$ cat config.mk
export PLATFORM = sky130hd
export DESIGN_NAME = ip_multi_arbiter
export DESIGN_NICKNAME = d
export VERILOG_FILES = /design/src/rtl/ip_arb_pkg.sv /design/src/rtl/ip_multi_arbiter_rr_picker.sv /design/src/rtl/ip_multi_arbiter.sv
export SDC_FILE = /design/constraint.sdc
export NUM_CORES = 1
export LEC_CHECK = 0
export ABC_AREA = 1
export BUFFER_PORTS_ARGS = -buffer_cell sky130_fd_sc_hd__buf_2
export CAP_MARGIN = 20
export CORE_UTILIZATION = 30
export CTS_CLUSTER_SIZE = 40
export DETAILED_ROUTE_END_ITERATION = 8
export SLEW_MARGIN = 40
export SYNTH_ARGS = -nofsm -noshare
export SYNTH_HDL_FRONTEND = slang
export SYNTH_SLANG_ARGS = --single-unit
$ cat constraint.sdc
create_clock -name clk -period 3.87 [get_ports clk]
set_clock_uncertainty 0.15 [all_clocks]
set_input_delay 0.387 -clock clk [delete_from_list [all_inputs] [get_ports clk]]
set_output_delay 0.387 -clock clk [all_outputs]
set_load 0.01 [all_outputs]
$ cat src/rtl/ip_arb_pkg.sv
// rtl/ip_arb_pkg.sv - shared types and constants for the multi-slave burst arbiter
package ip_arb_pkg;

    typedef enum logic [1:0] {
        IDLE       = 2'd0,
        XFER       = 2'd1,
        WAIT_CMPLT = 2'd2
    } arb_state_t;

    localparam logic [1:0] MODE_RSVD = 2'b11;

    // Index width for n channels; never narrower than one bit.
    function automatic int src_w(input int n);
        return (n > 1) ? $clog2(n) : 1;
    endfunction

endpackage

$ cat src/rtl/ip_multi_arbiter_rr_picker.sv
// rtl/ip_multi_arbiter_rr_picker.sv - combinational round-robin picker starting at rr_ptr
module rr_picker
    import ip_arb_pkg::*;
#(
    parameter  int NUM_SLV = 4,
    localparam int SRC_W   = src_w(NUM_SLV)
) (
    input  logic [NUM_SLV-1:0] elig,
    input  logic [SRC_W-1:0]   rr_ptr,
    output logic [SRC_W-1:0]   grant,
    output logic               any
);

    logic [2*NUM_SLV-1:0] elig2;
    logic [NUM_SLV-1:0]   rot;
    int                   sum;

    // Rotate the request vector so that bit 0 is the channel at rr_ptr.
    assign elig2 = {elig, elig};
    assign rot   = NUM_SLV'(elig2 >> rr_ptr);

    // Lowest set bit of the rotated vector wins; map it back to a channel index.
    always_comb begin
        grant = '0;
        any   = 1'b0;
        sum   = 0;
        for (int i = NUM_SLV - 1; i >= 0; i--) begin
            if (rot[i]) begin
                sum = int'(rr_ptr) + i;
                any = 1'b1;
            end
        end
        if (sum >= NUM_SLV) begin
            sum = sum - NUM_SLV;
        end
        grant = SRC_W'(sum);
    end

endmodule

$ cat src/rtl/ip_multi_arbiter.sv
// rtl/ip_multi_arbiter.sv - N-slave round-robin burst arbiter feeding the processing pipeline
module ip_multi_arbiter
    import ip_arb_pkg::*;
#(
    parameter  int NUM_SLV = 4,
    parameter  int DW      = 32,
    parameter  int CNT_W   = 8,
    localparam int SRC_W   = src_w(NUM_SLV)
) (
    input  logic                          clk,
    input  logic                          rst,
    input  logic [NUM_SLV-1:0][1:0]       slv_mode,
    input  logic [NUM_SLV-1:0]            slv_data_valid,
    input  logic [NUM_SLV-1:0][CNT_W-1:0] slv_proc_valid,
    input  logic [NUM_SLV-1:0][DW-1:0]    slv_data,
    output logic [NUM_SLV-1:0]            slv_ready,
    input  logic                          fifo_full,
    input  logic                          proc_cmplt,
    output logic [1:0]                    slvx_mode,
    output logic [CNT_W-1:0]              slvx_proc_val,
    output logic                          slvx_data_valid,
    output logic [DW-1:0]                 slvx_data,
    output logic [SRC_W-1:0]              data_source,
    output logic                          mstr0_cmplt
);

    arb_state_t         state;
    logic [SRC_W-1:0]   rr_ptr;
    logic [CNT_W-1:0]   beat_cnt;
    logic [NUM_SLV-1:0] elig;
    logic [SRC_W-1:0]   pick_idx;
    logic               pick_any;
    logic               accept;

    // A slave may only compete with a live request, a non-empty burst and a usable mode.
    always_comb begin
        elig = '0;
        for (int i = 0; i < NUM_SLV; i++) begin
            elig[i] = slv_data_valid[i] && (slv_proc_valid[i] != '0) && (slv_mode[i] != MODE_RSVD);
        end
    end

    rr_picker #(
        .NUM_SLV (NUM_SLV)
    ) u_picker (
        .elig   (elig),
        .rr_ptr (rr_ptr),
        .grant  (pick_idx),
        .any    (pick_any)
    );

    // Ready goes only to the granted slave, and drops in the same cycle the FIFO fills.
    always_comb begin
        slv_ready = '0;
        if (state == XFER && !fifo_full) begin
            slv_ready[data_source] = 1'b1;
        end
    end

    assign accept = (state == XFER) && !fifo_full && slv_data_valid[data_source];

    // Grant FSM with beat counter and registered outputs toward the processing module.
    always_ff @(posedge clk or posedge rst) begin
        if (rst) begin
            state           <= IDLE;
            rr_ptr          <= '0;
            beat_cnt        <= '0;
            data_source     <= '0;
            slvx_mode       <= '0;
            slvx_proc_val   <= '0;
            slvx_data_valid <= 1'b0;
            slvx_data       <= '0;
            mstr0_cmplt     <= 1'b0;
        end else begin
            slvx_data_valid <= 1'b0;
            mstr0_cmplt     <= 1'b0;
            case (state)
                IDLE: begin
                    if (pick_any) begin
                        data_source   <= pick_idx;
                        slvx_mode     <= slv_mode[pick_idx];
                        slvx_proc_val <= slv_proc_valid[pick_idx];
                        beat_cnt      <= slv_proc_valid[pick_idx];
                        state         <= XFER;
                    end
                end
                XFER: begin
                    if (accept) begin
                        slvx_data_valid <= 1'b1;
                        slvx_data       <= slv_data[data_source];
                        beat_cnt        <= beat_cnt - CNT_W'(1);
                        if (beat_cnt == CNT_W'(1)) begin
                            state <= WAIT_CMPLT;
                        end
                    end
                end
                WAIT_CMPLT: begin
                    if (proc_cmplt) begin
                        mstr0_cmplt <= 1'b1;
                        rr_ptr      <= (data_source == SRC_W'(NUM_SLV - 1)) ? '0 : data_source + SRC_W'(1);
                        state       <= IDLE;
                    end
                end
                default: state <= IDLE;
            endcase
        end
    end

endmodule

==> results_dict.tcl, run 1 <==
set metrics [dict create \
    die_x_microns 121.9 \
    synthAdderAreaFrac_pct 1.742 \
    setup_viol 0 \
    final_nets 1043 \
    synth_cell_type_count 34 \
    r2r_setup_slack_ns 1.25 \
    wl_microns 14650 \
    async_reset_ff_share_pct 100.0 \
    finalCritPeriodShare_pct 67.66 \
    synthesis.nets 835 \
    clockBufferDepth 2 \
    netlist_area_sq_um 4309 \
    timing.slew.headroom_pct 52.60 \
    synth-simple-area-share_pct 37.46 \
    synthFlopType "dfrtp_1" \
    finalPower_uw 4880 \
    tightest_slew_ns 0.7109 \
    synth_area_leaders "dfrtp_1 34%, nor2_1 16%, o21ai_0 8.2%" \
    synth-xor-area-share_pct 0.8130 \
    n_fill_cell 1497 \
    drt_iter0_drc 296 \
    hp-class "in2reg" \
    cts.htree.levels 3 \
    clock_latency_ns 0.32 \
    critical_path_class "reg2reg" \
    grt_overflow 0 \
    vias 4901 \
    status "complete, no violations" \
    layout_common_cells "225 x buf_2, 189 x nor2_1, 82 x nand2_1" \
    dpl.hpwl_microns 11330 \
    whs_endpoint "slvx_data[7]" \
    layout-drive-gt1-share_pct 35.10 \
    antenna_left 0 \
    holdPathStages 3 \
    critPathRequiredTime_ns 3.96 \
    rr_startpoint "state[0]" \
    cts_buffers 9 \
    io_pins 226 \
    io_buffers 225 \
    clkSinkCount 58 \
    synth-seq-cells 58 \
    post_cts_buffers 0 \
    grt_pass1_vias 4593 \
    via_per_inst 4.681 \
    grt_max_degree 70 \
    p_per_area_nw_per_um2 834.1 \
    fin_crit_ns 2.618 \
    synth_top_family_by_area "simple AND/OR/NAND/NOR gates" \
    netlist.area_leader.share_pct 33.68 \
    synth_compound_area_share_pct 16.64 \
    cellLeakagePower_uw 0.003033 \
    root_buffer "clkbuf_16" \
    ys_warn_count 0 \
    yosysSeqAreaShare_pct 33.68 \
    timing.fmax_ghz 0.3819 \
    area_growth_pct 35.77 \
    coreArea_sq_um 13930 \
    drcViolationCount 0 \
    final_common_cell "buf_2" \
    grt_usage_pct 20.12 \
    avgSynthCellArea_sq_um 6.599 \
    grt_pass1_wl_microns 23070 \
    maxCapViolCount 0 \
    rows 43 \
    synth_top_cell_by_area "dfrtp_1" \
    fin_util_pct 41.99 \
    die-area_sq_um 14850 \
    floorplan.initialDensity_pct 30.92 \
    cp_max_fo 39 \
    cp-end-kind "register" \
    r2r_cells 9 \
    peakVddDrop_uv 266.6 \
    final-hold-violation-count 0 \
    syn_inst 653 \
    start_kind "register" \
    clkTransAtPathRegs_ns 0.05 \
    arrival_ns 2.71 \
    routedWlPerCell_microns 13.99 \
    rsz0062_at_grt "false" \
    grt_antenna_before_repair 1 \
    synthMuxAreaShare_pct 0 \
    r2r-end "slvx_data[3]" \
    gp_congestion 0.8810 \
    cts_tree "done" \
    slew_viol_final 0 \
    fin_tns_setup_ns 0 \
    hp-start "slv_data[103]" \
    drtPass1Iterations 4 \
    synth_edf_count 0 \
    die_h_microns 121.9 \
]
registers in the layout, summed over array words and instances (netlist names):
register         cells
state                2
slvx_proc_val        8
rr_ptr               2
slvx_mode            2
mstr0_cmplt          1
beat_cnt             8
data_source          2
slvx_data_valid      1
slvx_data           32
worst max-delay path by stage:
stage,end,startpoint
after floorplan,slv_ready[0],data_source[0]
after detailed placement,slvx_data[21],state[0]
after global routing,beat_cnt[0],data_source[0]
final,slvx_data[3],state[0]
after CTS,slvx_data[3],state[0]
after global placement,beat_cnt[4],data_source[0]
where the power goes:
| group | internal [uW] | switching, uW | leakage, uW | total, uW |
|---|---|---|---|---|
| registers | 918 | 240 | 0.000666 | 1160 |
| clock network | 549 | 279 | 0.000159 | 829 |
| logic | 1000 | 1890 | 0.00221 | 2890 |
| total | 2470 | 2410 | 0.00303 | 4880 |
area by class of cell:
class | count | area, sq um | share of cell area [%]
diodes | 1 | 2.502 | 0.04277
well taps | 180 | 225.2 | 3.849
flip-flops and latches | 58 | 1453 | 24.83
multi-input cells | 500 | 2441 | 41.72
clock inverters | 4 | 48.80 | 0.8340
inverters | 60 | 232.7 | 3.978
repair buffers | 232 | 1181 | 20.19
clock buffers | 12 | 266.5 | 4.555
metrics by stage:
step	hold slack, ns	area [sq um]	worst slack [ns]	instances
6_report	0.2417	5851	1.252	1047
5_1_grt	0.2440	5848	0.9522	1046
4_1_cts	0.2345	5848	1.231	1046
3_5_place_dp	0.3265	5523	1.229	1029
3_3_place_gp	0.3365	5520	1.290	1029
2_1_floorplan	0.3208	4309	1.844	653
per-layer routing:
layer | part of all wire [%] | GRT usage [%] | up-vias
li1 | - | - | 2539
met1 | 44 | 25.17 | 2169
met2 | 48 | 34.32 | 178
met3 | 6.3 | 4.775 | 15
met4 | 1.8 | 5.556 | 0
met5 | 0 | 0 | -
logic make-up after synthesis:
group | count (synthesis)
buf+inv | 95
fa+ha+maj | 6
simple gates | 363
xor+xnor | 4
compound gates | 127
flops | 58
synth_stat cells (2+ instances only):
| cell type | instances |
|---|---|
| nor2_1 | 189 |
| nand2_1 | 82 |
| o21ai_0 | 71 |
| dfrtp_1 | 58 |
| nand3_1 | 56 |
| a31oi_1 | 40 |
| inv_1 | 40 |
| inv_2 | 17 |
| clkbuf_1 | 14 |
| a21oi_1 | 11 |
| nand3_2 | 11 |
| nand2_2 | 10 |
| buf_2 | 7 |
| buf_1 | 6 |
| buf_4 | 6 |
| ha_1 | 6 |
| nand2_4 | 4 |
| nor2_2 | 3 |
| xor2_1 | 3 |
| inv_4 | 2 |
| nand3_4 | 2 |
| nor3_1 | 2 |
| or2_2 | 2 |
timing repair:
action | CTS | global route
hold endpoints to repair | 38 | 0
hold buffers | 1 | 0
resized for setup | 0 | 0
critical path, stage by stage (launching register included):
cell     delay [ns]
dfrtp_1        0.41
inv_1          0.10
nor2_2         0.29
inv_1          0.27
nor2_1         0.19
nand2_1        0.08
inv_2          0.37
buf_4          0.44
nor2_1         0.07
a31oi_1        0.15
Note: power is estimated with default switching activity, not from simulation.
==> run 2: changes to the inputs <==
ABC_AREA = 0   (was 1)
clock period = 2.5 ns   (was 3.87 ns; I/O delays follow)
==> results_dict.tcl, run 2 <==
set metrics [dict create \
    root_buffer "clkbuf_16" \
    grt_pass1_vias 3658 \
    die_x_microns 115.5 \
    drt_iter0_drc 144 \
    synthTopCellsByCount "119 x nand2_1, 58 x dfrtp_1, 33 x mux4_2, 18 x mux2i_1, 14 x o221ai_1" \
    clkSinkCount 58 \
    r2r_cells 8 \
    wl_microns 12360 \
    layout_common_cells "225 x buf_2, 119 x nand2_1, 57 x dfrtp_1" \
    clkTransAtPathRegs_ns 0.06 \
    dpl.hpwl_microns 9990 \
    gp_congestion 0.8930 \
    n_fill_cell 1211 \
    tightest_slew_ns 0.4724 \
    vias 3870 \
    hp-start "slv_mode[2]" \
    critical_path_class "reg2reg" \
    clock_latency_ns 0.33 \
    via_per_inst 4.930 \
    floorplan.initialDensity_pct 30.75 \
    timing.fmax_ghz 0.4386 \
    die-area_sq_um 13340 \
    n_antenna_cell 0 \
    grt_overflow 0 \
    start_kind "register" \
    io_buffers 225 \
    final-seq-area_sq_um 1453 \
    hold_slack_ns 0.1203 \
    avgSynthCellArea_sq_um 10.47 \
    reg_top3 "slvx_data: 32 flops, beat_cnt: 8 flops, slvx_proc_val: 8 flops" \
    cellLeakagePower_uw 0.002830 \
    syn_inst 369 \
    top_register "slvx_data" \
    setup_viol 0 \
    grt_max_degree 59 \
    routedWlPerCell_microns 15.74 \
    synth-seq-cells 58 \
    drtPass1Iterations 4 \
    final_nets 790 \
    drcViolationCount 0 \
    arrival_ns 2.33 \
    rows 41 \
    antenna_left 0 \
    holdPathStages 3 \
    cts_tree "done" \
    r2r_setup_slack_ns 0.22 \
    largest_reg_flops 32 \
    yosysSeqAreaShare_pct 37.55 \
    whs_endpoint "slvx_mode[0]" \
    critPathRequiredTime_ns 2.55 \
    synth.most_common_cell "nand2_1" \
    final-hold-violation-count 0 \
    rsz0062_at_grt "false" \
    cp_max_fo 3 \
    maxCapViolCount 0 \
    grt_pass1_wl_microns 18770 \
    cp-end-kind "register" \
    synth_top_cell_by_area "dfrtp_1" \
    finalCritPeriodShare_pct 91.20 \
    final_common_cell "buf_2" \
    area_growth_pct 46.00 \
    ys_warn_count 0 \
    slew_viol_final 0 \
    finalPower_uw 5279 \
    timing.slew.headroom_pct 68.51 \
    synthesis.nets 551 \
    multi_input_area_sq_um 2278 \
    synth_edf_count 0 \
    grt_antenna_before_repair 0 \
    fin_crit_ns 2.280 \
    layout-drive-gt1-share_pct 51.88 \
    netlist_area_sq_um 3865 \
    synthFlopType "dfrtp_1" \
    fin_util_pct 44.90 \
    p_per_area_nw_per_um2 935.6 \
    coreArea_sq_um 12570 \
    clockBufferDepth 2 \
    io_pins 226 \
    hp-class "in2reg" \
    die_h_microns 115.5 \
    status "complete, no violations" \
    cts.htree.levels 3 \
    cts_buffers 9 \
    ctsResizeCount 0 \
    synth_area_leaders "dfrtp_1 38%, mux4_2 19%, nand2_1 12%" \
    netlist.area_leader.share_pct 37.55 \
    synth_cell_type_count 52 \
    r2r-end "beat_cnt[6]" \
    peakVddDrop_uv 350.8 \
    async_reset_ff_share_pct 100.0 \
    rr_startpoint "beat_cnt[0]" \
    grt_usage_pct 18.69 \
]
[run 2: final cells by class]
type	count	share of cell area, %
clock buffer	11	4.302
clock inverter	5	0.9756
inverter	10	0.6652
multi-input combinational	280	40.38
sequential	58	25.74
tap	172	3.814
timing repair buffer	249	24.12
[run 2: worst max-delay path, cell delays in order (launching register included)]
cell      delay, ns
dfrtp_1        0.43
inv_1          0.11
ha_1           0.20
or3b_2         0.48
nor3_1         0.22
nor3_1         0.07
a31oi_1        0.13
o21ai_0        0.09
a221oi_1       0.27
[run 2: repair_timing]
item / in CTS / in global routing
hold buffers: 2 / 0
buffers inserted: 0 / 0
hold endpoints to repair: 59 / 0
[run 2: worst max-delay path by stage]
stage	startpoint	end
after detailed placement	slv_proc_valid[28]	beat_cnt[6]
after global placement	slv_proc_valid[28]	beat_cnt[6]
final	beat_cnt[0]	beat_cnt[6]
after global routing	beat_cnt[0]	beat_cnt[6]
after CTS	beat_cnt[0]	beat_cnt[6]
after floorplan	slv_proc_valid[4]	beat_cnt[0]
[run 2: logic make-up (layout without fill, tap and decap cells)]
family / count (synthesis) / in the layout / share of synthesized area [%]
simple gates: 160 / 160 / 18.52
compound gates: 62 / 62 / 14.31
flops: 58 / 58 / 37.55
mux: 52 / 52 / 24.18
buf+inv: 31 / 275 / 3.496
fa+ha+maj: 6 / 6 / 1.942
[run 2: where the power goes]
part | internal, uW | total (uW) | switching (uW) | leakage (uW)
clock | 794 | 1220 | 431 | 0.000142
combinational | 1190 | 2450 | 1250 | 0.00198
sequential | 1350 | 1610 | 257 | 0.000712
[run 2: per-stage QoR]
stage                TNS, ns  instances  setup WS, ns  cell area, sq um
floorplan                  0        369        0.2679              3865
global placement    -0.02303        767      -0.02303              5325
detailed placement  -0.05081        767      -0.05081              5325
CTS                        0        785        0.2548              5643
global route               0        785       0.07032              5643
finish                     0        785        0.2201              5643
[run 2: layer usage]
layer	track usage [%]	up-vias	share of wire, %	wire (microns)
met5	0	-	0	0
met4	6.407	0	0.86	106
met3	3.923	8	5.9	730
met2	32.30	169	51	6322
met1	23.15	1846	42	5196
li1	-	1847	-	-
==> run 3: changes to the inputs <==
RECOVER_POWER = 25   (was not set)
==> results_dict.tcl, run 3 (synthesis results as in run 2) <==
set metrics [dict create \
    final_nets 790 \
    final-hold-violation-count 0 \
    grt_usage_pct 18.69 \
    startpoint "beat_cnt[0]" \
    drtPass1Iterations 4 \
    clock_latency_ns 0.33 \
    clkSinkCount 58 \
    grt_pass1_wl_microns 18770 \
    clockBufferDepth 2 \
    clkTransAtPathRegs_ns 0.06 \
    antenna_left 0 \
    gp_congestion 0.8930 \
    cp_max_fo 3 \
    rr_startpoint "beat_cnt[0]" \
    fin_crit_ns 2.268 \
    io_pins 226 \
    die_h_microns 115.5 \
    finalCritPeriodShare_pct 90.74 \
    grt_max_degree 59 \
    die-area_sq_um 13340 \
    r2r_cells 8 \
    via_per_inst 4.925 \
    floorplan.initialDensity_pct 30.75 \
    grt_antenna_before_repair 0 \
    final_common_cell "buf_2" \
    io_buffers 225 \
    post_cts_buffers 0 \
    tightest_slew_ns 1.472 \
    fin_util_pct 44.78 \
    root_buffer "clkbuf_16" \
    hp-class "in2reg" \
    drt_iter0_drc 151 \
    drcViolationCount 0 \
    status "complete, no violations" \
    cts.htree.levels 3 \
    n_antenna_cell 0 \
    maxCapViolCount 0 \
    r2r-end "beat_cnt[6]" \
    wl_microns 12340 \
    cellLeakagePower_uw 0.002825 \
    timing.slew.headroom_pct 1.891 \
    vias 3866 \
    p_per_area_nw_per_um2 937.3 \
    rows 41 \
    layout_common_cells "225 x buf_2, 119 x nand2_1, 57 x dfrtp_1" \
    timing.fmax_ghz 0.4408 \
    peakVddDrop_uv 350.9 \
    setup_viol 0 \
    rsz0062_at_grt "false" \
    slew_viol_final 0 \
    die_x_microns 115.5 \
    crit_path_end "beat_cnt[6]" \
    area_growth_pct 45.61 \
    arrival_ns 2.32 \
    cp-end-kind "register" \
    grt_overflow 0 \
    dpl.hpwl_microns 9990 \
    critPathRequiredTime_ns 2.55 \
    largest_reg_flops 32 \
    layout-drive-gt1-share_pct 51.88 \
    top_register "slvx_data" \
    routedWlPerCell_microns 15.72 \
    cts_tree "done" \
    r2r_setup_slack_ns 0.23 \
    hold_slack_ns 0.1210 \
    cts_buffers 9 \
    start_kind "register" \
    reg_top3 "slvx_data: 32 flops, beat_cnt: 8 flops, slvx_proc_val: 8 flops" \
    grt_pass1_vias 3658 \
    coreArea_sq_um 12570 \
    critical_path_class "reg2reg" \
]
## run 3: per-stage QoR
stage                     cells  setup slack [ns]  cell area [sq um]  total power [uW]   TNS, ns
after floorplan             369            0.2679               3865              3176         0
after global placement      767          -0.02303               5325              4058  -0.02303
after detailed placement    767          -0.05081               5325              4094  -0.05081
after CTS                   785            0.2548               5643              5352         0
after global routing        785           0.04382               5628              5680         0
final                       785            0.2315               5628              5275         0
## run 3: worst min path at each step
stage                      startpoint  depth (start not counted)       endpoint
after floorplan            proc_cmplt                          1       state[1]
after global placement            rst                          3  slvx_data[10]
after detailed placement          rst                          3  slvx_data[31]
after CTS                 slv_mode[2]                          3   slvx_mode[0]
after global routing      slv_mode[2]                          3   slvx_mode[0]
final                     slv_mode[2]                          3   slvx_mode[0]
## run 3: worst max-delay path, cell delays in order (launching register included)
cell and delay (ns):
dfrtp_1 0.42, inv_1 0.11, ha_1 0.19, or3b_2 0.48, nor3_1 0.22, nor3_1 0.07
a31oi_1 0.13, o21ai_0 0.10, a221oi_1 0.27
## run 3: what timing repair did
item | CTS | global route
hold endpoints to repair | 59 | 0
hold buffers | 2 | 0
resized for setup | 0 | 0
## run 3: where the power goes
group | switching, uW | total [uW] | internal, uW
Sequential | 256 | 1610 | 1350
Clock | 430 | 1220 | 794
Combinational | 1250 | 2440 | 1190
## run 3: per-layer routing
| layer | vias up | global-route usage [%] | share of wire (%) |
|---|---|---|---|
| li1 | 1847 | - | - |
| met1 | 1847 | 23.15 | 42 |
| met2 | 165 | 32.30 | 51 |
| met3 | 7 | 3.923 | 5.7 |
| met4 | 0 | 6.407 | 0.79 |
| met5 | - | 0 | 0 |
## run 3: layout make-up
class                           count  area, sq um
Clock buffer                       11        242.7
Timing Repair Buffer              249         1346
Multi-Input combinational cell    280         2278
Clock inverter                      5        55.05
Fill cell                        1213         6940
Tap cell                          172        215.2
Sequential cell                    58         1453
Inverter                           10        37.54
